==> src/rtl/mem_lsu.sv <==
// -----------------------------------------------------------------------------
// mem_lsu -- load/store unit between the CPU memory stage and a word-wide
// data ram (synchronous write, combinational read).
//
// A request is accepted in IDLE and its fields are latched. Loads read one
// word, extract the addressed byte/half lane and sign- or zero-extend it.
// Word stores write directly. Byte/half stores read the word in ACCESS, then
// write back the merged word in MERGE. The response is held on rsp_* until
// rsp_ready. Little-endian: byte lane = addr[1:0], lane 0 = bits 7:0.
//
// Optional feature (macro LSU_MISALIGN_TRAP_EN):
//   defined   : misaligned half/word or size=11 go IDLE->RESP with rsp_err=1,
//               rsp_rdata=0 and no ram access.
//   undefined : low address bits are masked, size=11 acts as word,
//               rsp_err is tied 0.
//
// Ports:
//   clk, rst_n                      clock, async active-low reset
//   req_valid/req_ready             request handshake (ready only in IDLE)
//   req_we, req_size, req_sign      store flag, 00 b/01 h/10 w/11 rsvd, sign-ext
//   req_addr [N+1:0], req_wdata     byte address, right-justified store data
//   rsp_valid/rsp_ready             response handshake
//   rsp_rdata, rsp_err              load result (0 for stores), error flag
//   ram_we, ram_adr [N-1:0]         ram write enable, word address
//   ram_din, ram_dout               ram write data, ram read data
// -----------------------------------------------------------------------------
module mem_lsu #(
  parameter int N = 6
) (
  input  logic          clk,
  input  logic          rst_n,
  input  logic          req_valid,
  output logic          req_ready,
  input  logic          req_we,
  input  logic [1:0]    req_size,
  input  logic          req_sign,
  input  logic [N+1:0]  req_addr,
  input  logic [31:0]   req_wdata,
  output logic          rsp_valid,
  input  logic          rsp_ready,
  output logic [31:0]   rsp_rdata,
  output logic          rsp_err,
  output logic          ram_we,
  output logic [N-1:0]  ram_adr,
  output logic [31:0]   ram_din,
  input  logic [31:0]   ram_dout
);

  typedef enum logic [1:0] {IDLE, ACCESS, MERGE, RESP} state_t;

  state_t        state;
  logic [N+1:0]  addr_q;
  logic [1:0]    size_q;
  logic          sign_q;
  logic          we_q;
  logic [31:0]   wdata_q;
  logic [31:0]   merge_q;
  logic [31:0]   rdata_q;
  logic          valid_q;

  logic [7:0]    lane_b;
  logic [15:0]   lane_h;
  logic [31:0]   load_val;
  logic [31:0]   merged;

  // Lane extraction for loads and lane insertion for sub-word stores.
  // size_q[1] set means word (size=11 falls into the word path).
  // NOTE: every always_comb output gets a default first so no latch is inferred.
  always_comb begin
    lane_b   = ram_dout[{addr_q[1:0], 3'b000} +: 8];
    lane_h   = addr_q[1] ? ram_dout[31:16] : ram_dout[15:0];
    load_val = ram_dout;
    merged   = merge_q;
    case (size_q)
      2'b00:   load_val = {{24{sign_q & lane_b[7]}}, lane_b};
      2'b01:   load_val = {{16{sign_q & lane_h[15]}}, lane_h};
      default: load_val = ram_dout;
    endcase
    if (size_q == 2'b00)
      merged[{addr_q[1:0], 3'b000} +: 8] = wdata_q[7:0];
    else
      merged[{addr_q[1], 4'b0000} +: 16] = wdata_q[15:0];
  end

  // NOTE: ram_we decodes straight from state, so an async reset removes it
  // immediately and a store caught before its write edge is simply dropped.
  assign ram_we    = (state == MERGE) || (state == ACCESS && we_q && size_q[1]);
  assign ram_din   = (state == MERGE) ? merged : wdata_q;
  assign ram_adr   = addr_q[N+1:2];
  assign req_ready = (state == IDLE);
  assign rsp_valid = valid_q;
  assign rsp_rdata = rdata_q;

`ifdef LSU_MISALIGN_TRAP_EN
  logic err_q;
  logic misalign;
  assign misalign = (req_size == 2'b11) ||
                    (req_size == 2'b01 && req_addr[0]) ||
                    (req_size == 2'b10 && req_addr[1:0] != 2'b00);
  assign rsp_err  = err_q;
`else
  assign rsp_err  = 1'b0;
`endif

  // NOTE: all state uses non-blocking assignments so every register samples
  // the values from before the edge.
  always_ff @(posedge clk or negedge rst_n) begin
    if (!rst_n) begin
      state   <= IDLE;
      addr_q  <= '0;
      size_q  <= '0;
      sign_q  <= 1'b0;
      we_q    <= 1'b0;
      wdata_q <= '0;
      merge_q <= '0;
      rdata_q <= '0;
      valid_q <= 1'b0;
`ifdef LSU_MISALIGN_TRAP_EN
      err_q   <= 1'b0;
`endif
    end else begin
      case (state)
        IDLE: begin
          if (req_valid) begin
            addr_q  <= req_addr;
            size_q  <= req_size;
            sign_q  <= req_sign;
            we_q    <= req_we;
            wdata_q <= req_wdata;
`ifdef LSU_MISALIGN_TRAP_EN
            if (misalign) begin
              state   <= RESP;
              valid_q <= 1'b1;
              rdata_q <= '0;
              err_q   <= 1'b1;
            end else
`endif
            state <= ACCESS;
          end
        end
        ACCESS: begin
          if (!we_q) begin
            rdata_q <= load_val;
            valid_q <= 1'b1;
            state   <= RESP;
          end else if (size_q[1]) begin
            rdata_q <= '0;
            valid_q <= 1'b1;
            state   <= RESP;
          end else begin
            merge_q <= ram_dout;
            state   <= MERGE;
          end
        end
        MERGE: begin
          rdata_q <= '0;
          valid_q <= 1'b1;
          state   <= RESP;
        end
        RESP: begin
          if (rsp_ready) begin
            valid_q <= 1'b0;
`ifdef LSU_MISALIGN_TRAP_EN
            err_q   <= 1'b0;
`endif
            state   <= IDLE;
          end
        end
        default: state <= IDLE;
      endcase
    end
  end

endmodule
==> config.mk <==
export PLATFORM = sky130hd
export DESIGN_NAME = mem_lsu
export DESIGN_NICKNAME = d
export VERILOG_FILES = /design/src/rtl/mem_lsu.sv
export SDC_FILE = /design/constraint.sdc
export NUM_CORES = 1
export LEC_CHECK = 0
export ABC_CLOCK_PERIOD_IN_PS = 2100
export BUFFER_PORTS_ARGS = -buffer_cell sky130_fd_sc_hd__buf_4
export CAP_MARGIN = 10
export CORE_MARGIN = 5
export CORE_UTILIZATION = 49
export CTS_CLUSTER_DIAMETER = 120
export CTS_CLUSTER_SIZE = 10
export DETAILED_ROUTE_END_ITERATION = 8
export GPL_TIMING_DRIVEN = 1
export PLACE_DENSITY = 0.77
export SETUP_SLACK_MARGIN = 0.5
export SYNTH_ARGS = -nofsm -noshare
export SYNTH_HDL_FRONTEND = slang
export SYNTH_SLANG_ARGS = --single-unit
==> constraint.sdc <==
create_clock -name clk -period 2.1 [get_ports clk]
set_input_delay 0.105 -clock clk [delete_from_list [all_inputs] [get_ports clk]]
set_output_delay 0.105 -clock clk [all_outputs]
set_load 0.02 [all_outputs]
* Word-level counts from Yosys, hierarchy flattened *
Cells that the tools add are included.

operators by class
  add/subtract/negate cells = 2
  multiplexer cells = 18
  reduce and logical (&&, ||, !) cells = 12
  shifts and indexed selects = 5
  bitwise logic cells = 3
  equality and inequality tests = 7

operators with widths
  cell                     count
  $mux 32                  4
  $pmux 32 s2              2
  $bwmux 32                2
  $shift 16x7->32 const A  1
  $shift 8x7->32 const A   1
  $shiftx 16x7->32         1
  $shiftx 32x6->8          1
  $shiftx 8x7->32          1
  $mux 16                  1
  $neg 5->7                2
  $pmux 2 s4               1
  $reduce_and 2->1         3
  $reduce_and 3->1         2
  $mux 1                   5
  $eq 2x1->1 const B       2
  $eq 2x2->1 const B       2
  $logic_not 2->1          2
  $mux 2                   2
  $ne 2x2->1 const B       2
  $ne 3x3->1 const B       1
  $pmux 1 s3               1
  $reduce_bool 3->1        1
  $and 1x1->1              2
  $logic_and 1x1->1        2
  other kinds (3)          3

storage, ports and cells
  flip-flop bits (word level) = 111
  input bits = 80
  output and inout port bits = 74

* Longest topological paths before layout *
Gate-level depths: netlist (run 1).

  word-level depth = 5
  depth in mapped cells = 9
  mapped depth without buffers = 6

* Least setup slack after synthesis (run 1) *
No wires, ideal clock.

  path kind = reg2out
  start point = register addr_q[1]
  end point = output ram_din[24]
  required time = 1995 ps
  setup slack = -360 ps
  stages on the path, launching flop included = 9
  buffers on the path = 2
  data arrival time = 2355 ps
  cells stage by stage = dfrtp_1 buf_6 buf_2 inv_1 ha_1 or3b_1 nor3b_2 a21oi_1 o221ai_1

between the ends
  longest elaborated chain between the ends = 5

RTL lines
  element                                   line    source
  start: declaration                        52      logic [N+1:0] addr_q;
  start signal: assignment                  125     addr_q <= req_addr;
  $neg 5->7, on equally long branches       82, 80
  $shiftx 16x7->32 (tied with other cells)  82      merged[{addr_q[1], 4'b0000} +: 16] = wdata_q[15:0];
  $bwmux 32, on equally long branches       82, 80
  $mux 32 *                                 79      if (size_q == 2'b00)
  $mux 32 *                                 88      assign ram_din = (state == MERGE) ? merged : wdata_q;
  end: declaration                          45      output logic [31:0] ram_din,

Mark *: on every way between the ends. The rest lies on a longest branch, timed or not.

* Final worst setup path (run 1) *
  start point = register addr_q[0]
  end point = output ram_din[28]

between the ends
  longest elaborated chain between the ends = 5

RTL lines
  element                                            line  source
  $neg 5->7 *                                        80    merged[{addr_q[1:0], 3'b000} +: 8] = wdata_q[7:0];
  $shiftx 8x7->32 or $shift 8x7->32 (tied branches)  80
  $bwmux 32 *                                        80
  $mux 32 *                                          79
  $mux 32 *                                          88

Marks and branches as above.

==> results of run 1 <==
-- synthesized netlist by cell type, types with 2 or more instances --
cell type / number
o21ai_0: 43
nor2_1: 4
a22o_1: 9
clkbuf_1: 17
nor3b_2: 2
nand4b_1: 2
dfrtp_1: 111
nor3_1: 2
a21oi_1: 19
nand3_1: 3
nand2b_1: 8
nand2_1: 143
ha_1: 9
mux2_4: 2
buf_4: 9
mux2i_1: 22
o21ai_1: 7
buf_2: 17
a221oi_1: 8
mux2_2: 51
buf_6: 2
o221ai_1: 16
and2_1: 9
nand3b_1: 4
nor2b_1: 23
a221o_1: 32
inv_1: 39
-- kinds of logic (layout without fill, tap and decap cells) --
logic type,after synthesis,after routing,share of synthesized area (%)
multiplexers,75,75,13.3
adder cells (fa/ha/maj),9,9,1.82
other,1,2,0.0606
flip-flops,111,111,44.9
buffers and inverters,85,365,6.29
AND/OR/NAND/NOR,208,208,15.8
AO/OA/AOI/OAI,146,147,17.8
-- power groups by stage --
stage / sequential (uW) / combinational [uW] / clock (uW)
after global placement: 3980 / 7880 / 0
after floorplan: 3840 / 5570 / 0
after CTS: 4000 / 9940 / 1900
after global routing: 4350 / 12600 / 2020
final: 4300 / 12100 / 1920
after detailed placement: 4030 / 8050 / 0
-- cells in the final DEF, fill, tap and decap left out, types with 6 or more instances in the layout --
cell and count:
a21oi_2 12, a221o_1 32, a221oi_2 8, a22o_4 8
and2_1 9, buf_12 17, buf_4 169, buf_6 46
clkbuf_16 19, dfrtp_1 107, dlygate4sd3_1 56, ha_4 6
inv_1 35, mux2_2 10, mux2_4 43, mux2i_1 20
nand2_1 89, nand2_2 33, nand2_4 20, nand2b_1 7
nor2b_1 19, o21ai_0 30, o21ai_1 13, o21ai_2 6
o221ai_2 9, o221ai_4 7
-- through the flow --
step | total power [uW] | hold slack [ns]
2_1_floorplan | 9410 | -0.191
3_3_place_gp | 11900 | 0.0137
3_5_place_dp | 12100 | 0.0140
4_1_cts | 15800 | 0.00230
5_1_grt | 19000 | 0.00580
6_report | 18300 | 0.0153
-- worst max-delay path by stage --
stage	cells after the start	endpoint	from	slack [ns]
after CTS	8	ram_din[28]	addr_q[1]	-0.17
after detailed placement	8	ram_din[30]	addr_q[1]	0.07
after global placement	8	ram_din[30]	addr_q[1]	0.11
final	8	ram_din[28]	addr_q[0]	-0.26
after floorplan	8	ram_din[30]	addr_q[1]	-0.05
after global routing	8	ram_din[28]	addr_q[0]	-0.33
-- worst max-delay path, cell delays in order, from the launching register on --
cell and delay (ns):
dfrtp_1 0.37, inv_2 0.09, ha_4 0.17, or3b_4 0.42, nor3b_4 0.26, buf_12 0.18
a21oi_2 0.07, o221ai_4 0.18, buf_6 0.15
-- registers in the layout, indices dropped and copies added (netlist names) --
register	flops
merge_q	32
state	2
size_q	2
rsp_valid	1
wdata_q	32
we_q	1
sign_q	1
rsp_rdata	32
addr_q	8
-- area by class of cell --
type	instances	area, um^2	share of cell area (%)
clock buffers	12	246	2.30
repair buffers	309	3200	29.8
clock inverters	4	76.3	0.711
diodes	1	2.50	0.0233
multi-input cells	440	4050	37.7
well taps	172	215	2.01
flip-flops and latches	111	2780	25.9
inverters	40	163	1.52
-- per-layer routing --
layer	wire length (um)	vias to the layer above	share of wire (%)	global-route usage, %
met1	10400	3347	37	39.4
li1	-	2794	-	-
met5	0	-	0	0
met3	2770	158	9.9	5.81
met2	13100	532	47	51.1
met4	1730	0	6.2	15.3
-- timing repair --
| action | CTS | global route |
|---|---|---|
| endpoints found under the hold margin | 117 | 1 |
| pin swaps | 41 | 70 |
| setup endpoints to repair | 132 | 144 |
| resized for setup | 97 | 146 |
| gates cloned | 8 | 15 |
| hold buffers | 55 | 1 |
| buffers inserted | 40 | 14 |
==> results.json, run 1 <==
{
  "nets": 1000,
  "dr.pass1.iters": 5,
  "worstPathArrival_ns": 2.25,
  "clockBufferDepth": 2,
  "synth_cell_types": 49,
  "insertion_delay_ns": 0.36,
  "cp.required_ns": 2.00,
  "floorplan.rows": 41,
  "p_per_area_nw_per_um2": 1710,
  "status": "finished with violations",
  "worstSetupStartpointType": "flop",
  "p_sw_uw": 8060,
  "timing.slew.headroom_pct": 65.7,
  "die_w_um": 122,
  "post_drt_via_cell_ratio": 6.27,
  "sw_frac_of_total_pct": 44.0,
  "routed_wl_mm": 28.0,
  "clock_power_share_pct": 10.5,
  "fmax_mhz": 425,
  "dp_slack_ns": 0.0691,
  "drt-initial-drc-count": 869,
  "core_area_um2": 12500,
  "cts_root_buf": "clkbuf_16",
  "r2r_slack_ns": -0.14,
  "r2r_cells": 10,
  "antenna_found_initial": 1,
  "violations": "setup timing",
  "ys_seq_elements": 111,
  "postLayoutSetupSlackWorst_ns": -0.256,
  "r2r_end": "rsp_rdata[11]",
  "wl_per_cell_um": 25.7,
  "ir_worst_vdd_mv": 1.10,
  "drc_errors": 0,
  "finalInstanceArea_um2": 10700,
  "cts_tree": "built",
  "r2r-start": "addr_q[1]",
  "ant_nets": 0,
  "fill_cells": 588,
  "grt_pass1_wl_mm": 35.3,
  "grt_start_max_net_pins": 45,
  "worstHoldEndpoint": "merge_q[19]",
  "cellLeakagePower_uw": 0.00501,
  "setup_violations": 56,
  "fin_crit_sh_pct": 112,
  "tns_ns": -7.28,
  "yosysWarnings": 0,
  "cts.sinks": 111,
  "rsz0062_at_grt": "true",
  "finalHoldViolCount": 0,
  "hold_path.startpoint": "ram_dout[19]",
  "postSynthAreaPerCell_um2": 9.75,
  "syn-cell-area_um2": 6190,
  "syn_inst": 635,
  "place_congestion": 0.889,
  "dpl.hpwl_mm": 14.1,
  "portBuffers": 152,
  "worst-setup-path-type": "reg2out",
  "ys_async_sr_fraction_pct": 100,
  "min_path_cells": 3,
  "synth_edf_count": 0,
  "drive_gt1_share_pct": 51.2,
  "seq_area_frac_synth_pct": 44.9,
  "gr-total-overflow": 0,
  "min_path_type": "in2reg",
  "drv_cap": 0,
  "worstMarginPinSlew_ns": 0.515,
  "areaGrowthSynthToFinish_pct": 73.4,
  "ios": 154,
  "synth_ff_type": "dfrtp_1",
  "fin_util_pct": 85.7,
  "die_y_um": 122,
  "yosys.area.top_type": "dfrtp_1",
  "fin_skew_ns": 0.00775,
  "ys_top_cells_by_area": "dfrtp_1 45%, mux2_2 9.3%, nand2_1 8.7%",
  "syn_nets": 724,
  "vias": 6831,
  "place_inst": 939,
  "netlist.area_leader.share_pct": 44.9,
  "cts_made_buffers": 9,
  "stdcell_count": 1089,
  "p_comb_share_pct": 66.0,
  "floorplan.initialDensity_pct": 49.4,
  "grt_pass1_vias": 6382,
  "die_area_um2": 15000,
  "h-tree-depth": 3,
  "placed_area_um2": 8020,
  "seq_power_share_pct": 23.5,
  "maxSlewViolCount": 0,
  "worstSetupEndpointType": "primary output",
  "fin_crit_ns": 2.36,
  "cp_max_fo": 8,
  "clk_pin_slew_ns": 0.08,
  "p_int_uw": 10300,
  "grt_util_all_layers_pct": 31.0
}
No activity file was read; power rests on OpenSTA's default activity.
==> inputs of run 2 (changes only) <==
--- a/config.mk
+++ b/config.mk
@@ -5,16 +5,18 @@
 export SDC_FILE = /design/constraint.sdc
 export NUM_CORES = 1
 export LEC_CHECK = 0
-export ABC_CLOCK_PERIOD_IN_PS = 2100
+export ABC_CLOCK_PERIOD_IN_PS = 2400
 export BUFFER_PORTS_ARGS = -buffer_cell sky130_fd_sc_hd__buf_4
 export CAP_MARGIN = 10
+export CELL_PAD_IN_SITES_DETAIL_PLACEMENT = 0
+export CELL_PAD_IN_SITES_GLOBAL_PLACEMENT = 1
 export CORE_MARGIN = 5
-export CORE_UTILIZATION = 49
+export CORE_UTILIZATION = 41
 export CTS_CLUSTER_DIAMETER = 120
 export CTS_CLUSTER_SIZE = 10
 export DETAILED_ROUTE_END_ITERATION = 8
 export GPL_TIMING_DRIVEN = 1
-export PLACE_DENSITY = 0.77
+export PLACE_DENSITY_LB_ADDON = 0.1
 export SETUP_SLACK_MARGIN = 0.5
 export SYNTH_ARGS = -nofsm -noshare
 export SYNTH_HDL_FRONTEND = slang
==> constraint.sdc (replaced) <==
create_clock -name clk -period 2.4 [get_ports clk]
set_input_delay 0.12 -clock clk [delete_from_list [all_inputs] [get_ports clk]]
set_output_delay 0.12 -clock clk [all_outputs]
set_load 0.02 [all_outputs]
==> run 2 against run 1 <==
Net effect: the run now ends clean; via count fell by 17%; worst setup slack improved by 0.36 ns; design area fell by 13%; non-clock buffer count fell by 56; combinational power fell by 34%; register-to-register slack improved by 0.43 ns; clock power fell by 6%; cell count fell by 3.8%; first-iteration DRC count fell by 52%; global-route usage fell by 7.0 points; total power fell by 27%; sequential cell count did not move; critical endpoint is now ram_din[24].
==> results.json, run 2 (synthesis gave the netlist of run 1 again) <==
{
  "antenna_found_initial": 0,
  "status": "finished, final reports clean",
  "slowest_delay_ns": 0.42,
  "drv_cap": 0,
  "p_int_uw": 7600,
  "clockBufferDepth": 2,
  "die_area_um2": 17700,
  "routed_wl_mm": 21.1,
  "worstSetupEndpointType": "primary output",
  "dr.pass1.iters": 4,
  "fmax_mhz": 435,
  "timing.slew.headroom_pct": 53.1,
  "min_path_cells": 3,
  "cp_slowest_cell": "dfrtp_2",
  "worstPathArrival_ns": 2.18,
  "grt_pass1_vias": 6007,
  "r2r_cells": 8,
  "wl_per_cell_um": 20.2,
  "h-tree-depth": 3,
  "fin_util_pct": 62.6,
  "die_y_um": 133,
  "r2r_slack_ns": 0.29,
  "floorplan.initialDensity_pct": 41.3,
  "maxSlewViolCount": 0,
  "fin_crit_ns": 2.30,
  "cts_root_buf": "clkbuf_16",
  "die_w_um": 133,
  "final_cell_mix": "154 x buf_4, 141 x nand2_1, 108 x dfrtp_1",
  "sw_frac_of_total_pct": 43.2,
  "cp.required_ns": 2.28,
  "min_path_type": "in2reg",
  "gr-total-overflow": 0,
  "r2r-start": "addr_q[1]",
  "clock_power_share_pct": 13.4,
  "cp_max_fo": 5,
  "worstSetupStartpointType": "flop",
  "path_cells": "inv_6, ha_4, or3b_4, nor3b_4, buf_6, a21oi_2, o221ai_2, buf_4",
  "finalInstanceArea_um2": 9370,
  "power_uw": 13400,
  "areaGrowthSynthToFinish_pct": 51.5,
  "layout_commonest_cell": "buf_4",
  "insertion_delay_ns": 0.36,
  "nets": 944,
  "portBuffers": 152,
  "floorplan.rows": 45,
  "post_drt_via_cell_ratio": 5.43,
  "seq_power_share_pct": 26.5,
  "setup_violations": 0,
  "postLayoutSetupSlackWorst_ns": 0.102,
  "rsz0062_at_grt": "true",
  "worstHoldEndpoint": "merge_q[28]",
  "critPathTopFamily": "simple AND/OR/NAND/NOR gates",
  "p_sw_uw": 5780,
  "grt_util_all_layers_pct": 24.1,
  "core_area_um2": 15000,
  "grt_pass1_wl_mm": 33.4,
  "ant_nets": 0,
  "cts.sinks": 111,
  "dp_slack_ns": 0.240,
  "cts_tree": "built",
  "worst-setup-path-type": "reg2out",
  "tns_ns": 0,
  "clk_pin_slew_ns": 0.08,
  "fin_crit_sh_pct": 95.8,
  "p_per_area_nw_per_um2": 1430,
  "place_congestion": 0.891,
  "placed_area_um2": 7800,
  "vias": 5688,
  "fin_skew_ns": 0.00797,
  "p_comb_share_pct": 60.1,
  "dpl.hpwl_mm": 14.6,
  "finalHoldViolCount": 0,
  "drc_errors": 0,
  "r2r_end": "rsp_rdata[26]",
  "cts_made_buffers": 9,
  "grt_start_max_net_pins": 52,
  "cellLeakagePower_uw": 0.00429,
  "worstMarginPinSlew_ns": 0.703,
  "hold_path.startpoint": "ram_dout[28]",
  "ios": 154,
  "worst-path-buf-inv": 3,
  "drive_gt1_share_pct": 40.9,
  "n_antenna_cell": 0,
  "drt-initial-drc-count": 421,
  "ir_worst_vdd_mv": 0.857
}
run 2: changes by cell type in the layout (fill, tap and decap cells not counted), sizes merged:
cell / delta
bufbuf: -2
clkinv: +1
bufinv: +1
dlygate4sd3: -7
clkbuf: -11
buf: -38
diode: -1
run 2: per-stage QoR:
stage          std cells  hold WS [ns]
4_1_cts             1043       0.00355
3_3_place_gp         953         0.115
3_5_place_dp         953         0.116
6_report            1048        0.0110
2_1_floorplan        635        -0.176
5_1_grt             1048      0.000814
run 2: power by group through the flow:
stage | clock network [uW] | registers (uW) | logic (uW)
after floorplan | 0 | 3320 | 4610
after global placement | 0 | 3500 | 6590
after detailed placement | 0 | 3520 | 6690
after CTS | 1820 | 3520 | 7820
after global routing | 1900 | 3640 | 8630
final | 1800 | 3540 | 8040
run 2: worst reg2reg max path: cells and delay by family, from the launching register on:
kind | cells | cell delay, ns
AO/OA/AOI/OAI | 3 | 0.72
buffers and inverters | 4 | 0.49
flip-flops | 1 | 0.45
multiplexers | 1 | 0.33
run 2: how the worst max path moves through the flow:
| stage | startpoint | endpoint | slack (ns) | cells after the start |
|---|---|---|---|---|
| 2_1_floorplan | addr_q[1] | ram_din[30] | 0.23 | 8 |
| 3_5_place_dp | addr_q[0] | ram_din[30] | 0.24 | 7 |
| 4_1_cts | addr_q[1] | ram_din[24] | 0.09 | 8 |
| 6_report | addr_q[1] | ram_din[24] | 0.10 | 8 |
| 5_1_grt | addr_q[1] | ram_din[20] | 0.01 | 10 |
| 3_3_place_gp | addr_q[0] | ram_din[30] | 0.28 | 7 |
run 2: metal layers:
metal | GRT usage (%) | wire, um
met5 | 0 | 0
met4 | 5.66 | 333
met3 | 6.65 | 1340
met2 | 39.8 | 10500
met1 | 31.4 | 8980
run 2: repair_timing:
action,CTS,global route
cloned,2,1
pin swaps,34,15
hold endpoints to repair,81,1
buffers inserted,24,3
endpoints found under the setup margin,65,99
resized for setup,84,17
hold buffers,48,1
run 2: layout make-up:
type / count / area [um^2]
clock buffers: 10 / 239
clock inverters: 6 / 115
fillers: 1215 / 5600
inverters: 40 / 155
multi-input cells: 440 / 3540
flip-flops and latches: 111 / 2780
well taps: 188 / 235
repair buffers: 253 / 2310
==> inputs of run 3 (changes only) <==
--- a/config.mk
+++ b/config.mk
@@ -6,15 +6,15 @@
 export NUM_CORES = 1
 export LEC_CHECK = 0
 export ABC_CLOCK_PERIOD_IN_PS = 2400
-export BUFFER_PORTS_ARGS = -buffer_cell sky130_fd_sc_hd__buf_4
 export CAP_MARGIN = 10
 export CELL_PAD_IN_SITES_DETAIL_PLACEMENT = 0
 export CELL_PAD_IN_SITES_GLOBAL_PLACEMENT = 1
 export CORE_MARGIN = 5
-export CORE_UTILIZATION = 41
+export CORE_UTILIZATION = 48
 export CTS_CLUSTER_DIAMETER = 120
 export CTS_CLUSTER_SIZE = 10
 export DETAILED_ROUTE_END_ITERATION = 8
+export DONT_BUFFER_PORTS = 1
 export GPL_TIMING_DRIVEN = 1
 export PLACE_DENSITY_LB_ADDON = 0.1
 export SETUP_SLACK_MARGIN = 0.5
==> run 3 against run 2 <==
Net effect: the flow now finishes with violations (hold timing); sequential share of layout area rose by 3.6 points; wire length fell by 5.3%; first-iteration DRC count is 27% lower; clock power decreased by 14%; global-route usage increased by 3.0 points; sequential power increased by 5%; critical path type unchanged; highest routed layer unchanged.
==> results.json, run 3 (synthesis gave the netlist of run 1 again) <==
{
  "status": "finished with violations",
  "violations": "hold timing",
  "place_congestion": 0.890,
  "ir_worst_vdd_mv": 0.911,
  "grt_start_max_net_pins": 112,
  "cts.sinks": 111,
  "worstSetupStartpointType": "flop",
  "final_cell_mix": "142 x nand2_1, 107 x dfrtp_1, 77 x dlygate4sd3_1",
  "r2r_end": "rsp_rdata[23]",
  "fill_cells": 1045,
  "cellLeakagePower_uw": 0.00365,
  "worstMarginPinSlew_ns": 0.680,
  "maxSlewViolCount": 0,
  "ant_nets": 0,
  "ios": 154,
  "worstPathArrival_ns": 2.14,
  "timing.slew.headroom_pct": 54.5,
  "floorplan.initialDensity_pct": 49.0,
  "clockBufferDepth": 2,
  "fin_crit_sh_pct": 94.1,
  "tns_ns": 0,
  "die_w_um": 124,
  "fin_util_pct": 66.3,
  "floorplan.rows": 41,
  "drc_errors": 0,
  "drv_cap": 0,
  "p_per_area_nw_per_um2": 1440,
  "fin_crit_ns": 2.26,
  "setup_violations": 0,
  "r2r_cells": 8,
  "areaGrowthSynthToFinish_pct": 35.1,
  "antenna_found_initial": 0,
  "worst-setup-path-type": "reg2out",
  "die_area_um2": 15300,
  "finalHoldWorstSlack_ns": -0.546,
  "worstSetupEndpointType": "primary output",
  "power_uw": 12000,
  "fmax_mhz": 443,
  "min_path_type": "in2async",
  "vias": 5345,
  "stdcell_count": 918,
  "h-tree-depth": 3,
  "gr-total-overflow": 0,
  "crit_start": "addr_q[1]",
  "finalHoldViolCount": 111,
  "wl_per_cell_um": 21.8,
  "fin_skew_ns": 0.00720,
  "routed_wl_mm": 20.0,
  "place_inst": 793,
  "portBuffers": 0,
  "rsz0062_at_grt": "true",
  "core_area_um2": 12600,
  "endpoint": "ram_din[24]",
  "cts_tree": "built",
  "grt_util_all_layers_pct": 27.0,
  "drt-initial-drc-count": 307,
  "grt_pass1_wl_mm": 31.1,
  "die_y_um": 124,
  "r2r-start": "addr_q[1]",
  "cp.required_ns": 2.28,
  "cts_root_buf": "clkbuf_16",
  "nets": 831,
  "dr.pass1.iters": 5,
  "post_drt_via_cell_ratio": 5.82,
  "grt_pass1_vias": 5544,
  "cts_made_buffers": 9,
  "dpl.hpwl_mm": 13.5,
  "layout_commonest_cell": "nand2_1",
  "cp_max_fo": 8,
  "n_antenna_cell": 0,
  "r2r_slack_ns": 0.36,
  "clk_pin_slew_ns": 0.07,
  "drive_gt1_share_pct": 28.2,
  "insertion_delay_ns": 0.36
}
run 3: repair_timing:
item | CTS | global route
resized for setup | 45 | 29
setup endpoints to repair | 100 | 131
setup buffers | 25 | 7
hold buffers | 76 | 1
gates cloned | 1 | 0
endpoints found under the hold margin | 193 | 112
pin swaps | 29 | 11
run 3: routing by layer:
layer,up-vias,part of all wire [%],GRT usage (%)
li1,2442,-,-
met1,2668,40,34.4
met2,195,51,46.2
met3,40,6.2,5.49
met4,0,2.5,8.72
met5,-,0,0
run 3: through the flow:
step,cell area (um^2),setup WS (ns)
floorplan,6460,0.234
global placement,6680,0.262
detailed placement,6680,0.207
CTS,8190,0.129
global route,8360,0.0367
finish,8360,0.141
run 3: worst min-delay path by stage:
| stage | endpoint | slack, ns | depth (start not counted) |
|---|---|---|---|
| after floorplan | addr_q[0] | -0.18 | 0 |
| after global placement | rsp_rdata[26] | -0.17 | 0 |
| after detailed placement | rsp_rdata[26] | -0.17 | 0 |
| after CTS | merge_q[23] | -0.56 | 0 |
| after global routing | rsp_rdata[26] | -0.57 | 0 |
| final | rsp_rdata[26] | -0.55 | 0 |
run 3: final cells by class:
| cell class | count | area [um^2] | area share (%) |
|---|---|---|---|
| flip-flops and latches | 111 | 2780 | 33.3 |
| clock inverters | 4 | 55.1 | 0.658 |
| multi-input cells | 439 | 3490 | 41.7 |
| repair buffers | 141 | 1420 | 17.0 |
| well taps | 172 | 215 | 2.57 |
| clock buffers | 11 | 243 | 2.90 |
| inverters | 40 | 156 | 1.87 |
run 3: power breakdown:
part           internal [uW]  switching, uW
Sequential              2690           1020
Clock                    840            706
Combinational           3110           3670
Total                   6640           5390
run 3: worst max-delay path, cell delays in order (launching register included):
cell and delay, ns:
dfrtp_2 0.40, inv_6 0.05, ha_4 0.16, or3b_4 0.43, nor3b_4 0.23, buf_12 0.17
a21oi_4 0.05, o221ai_2 0.12, buf_4 0.16
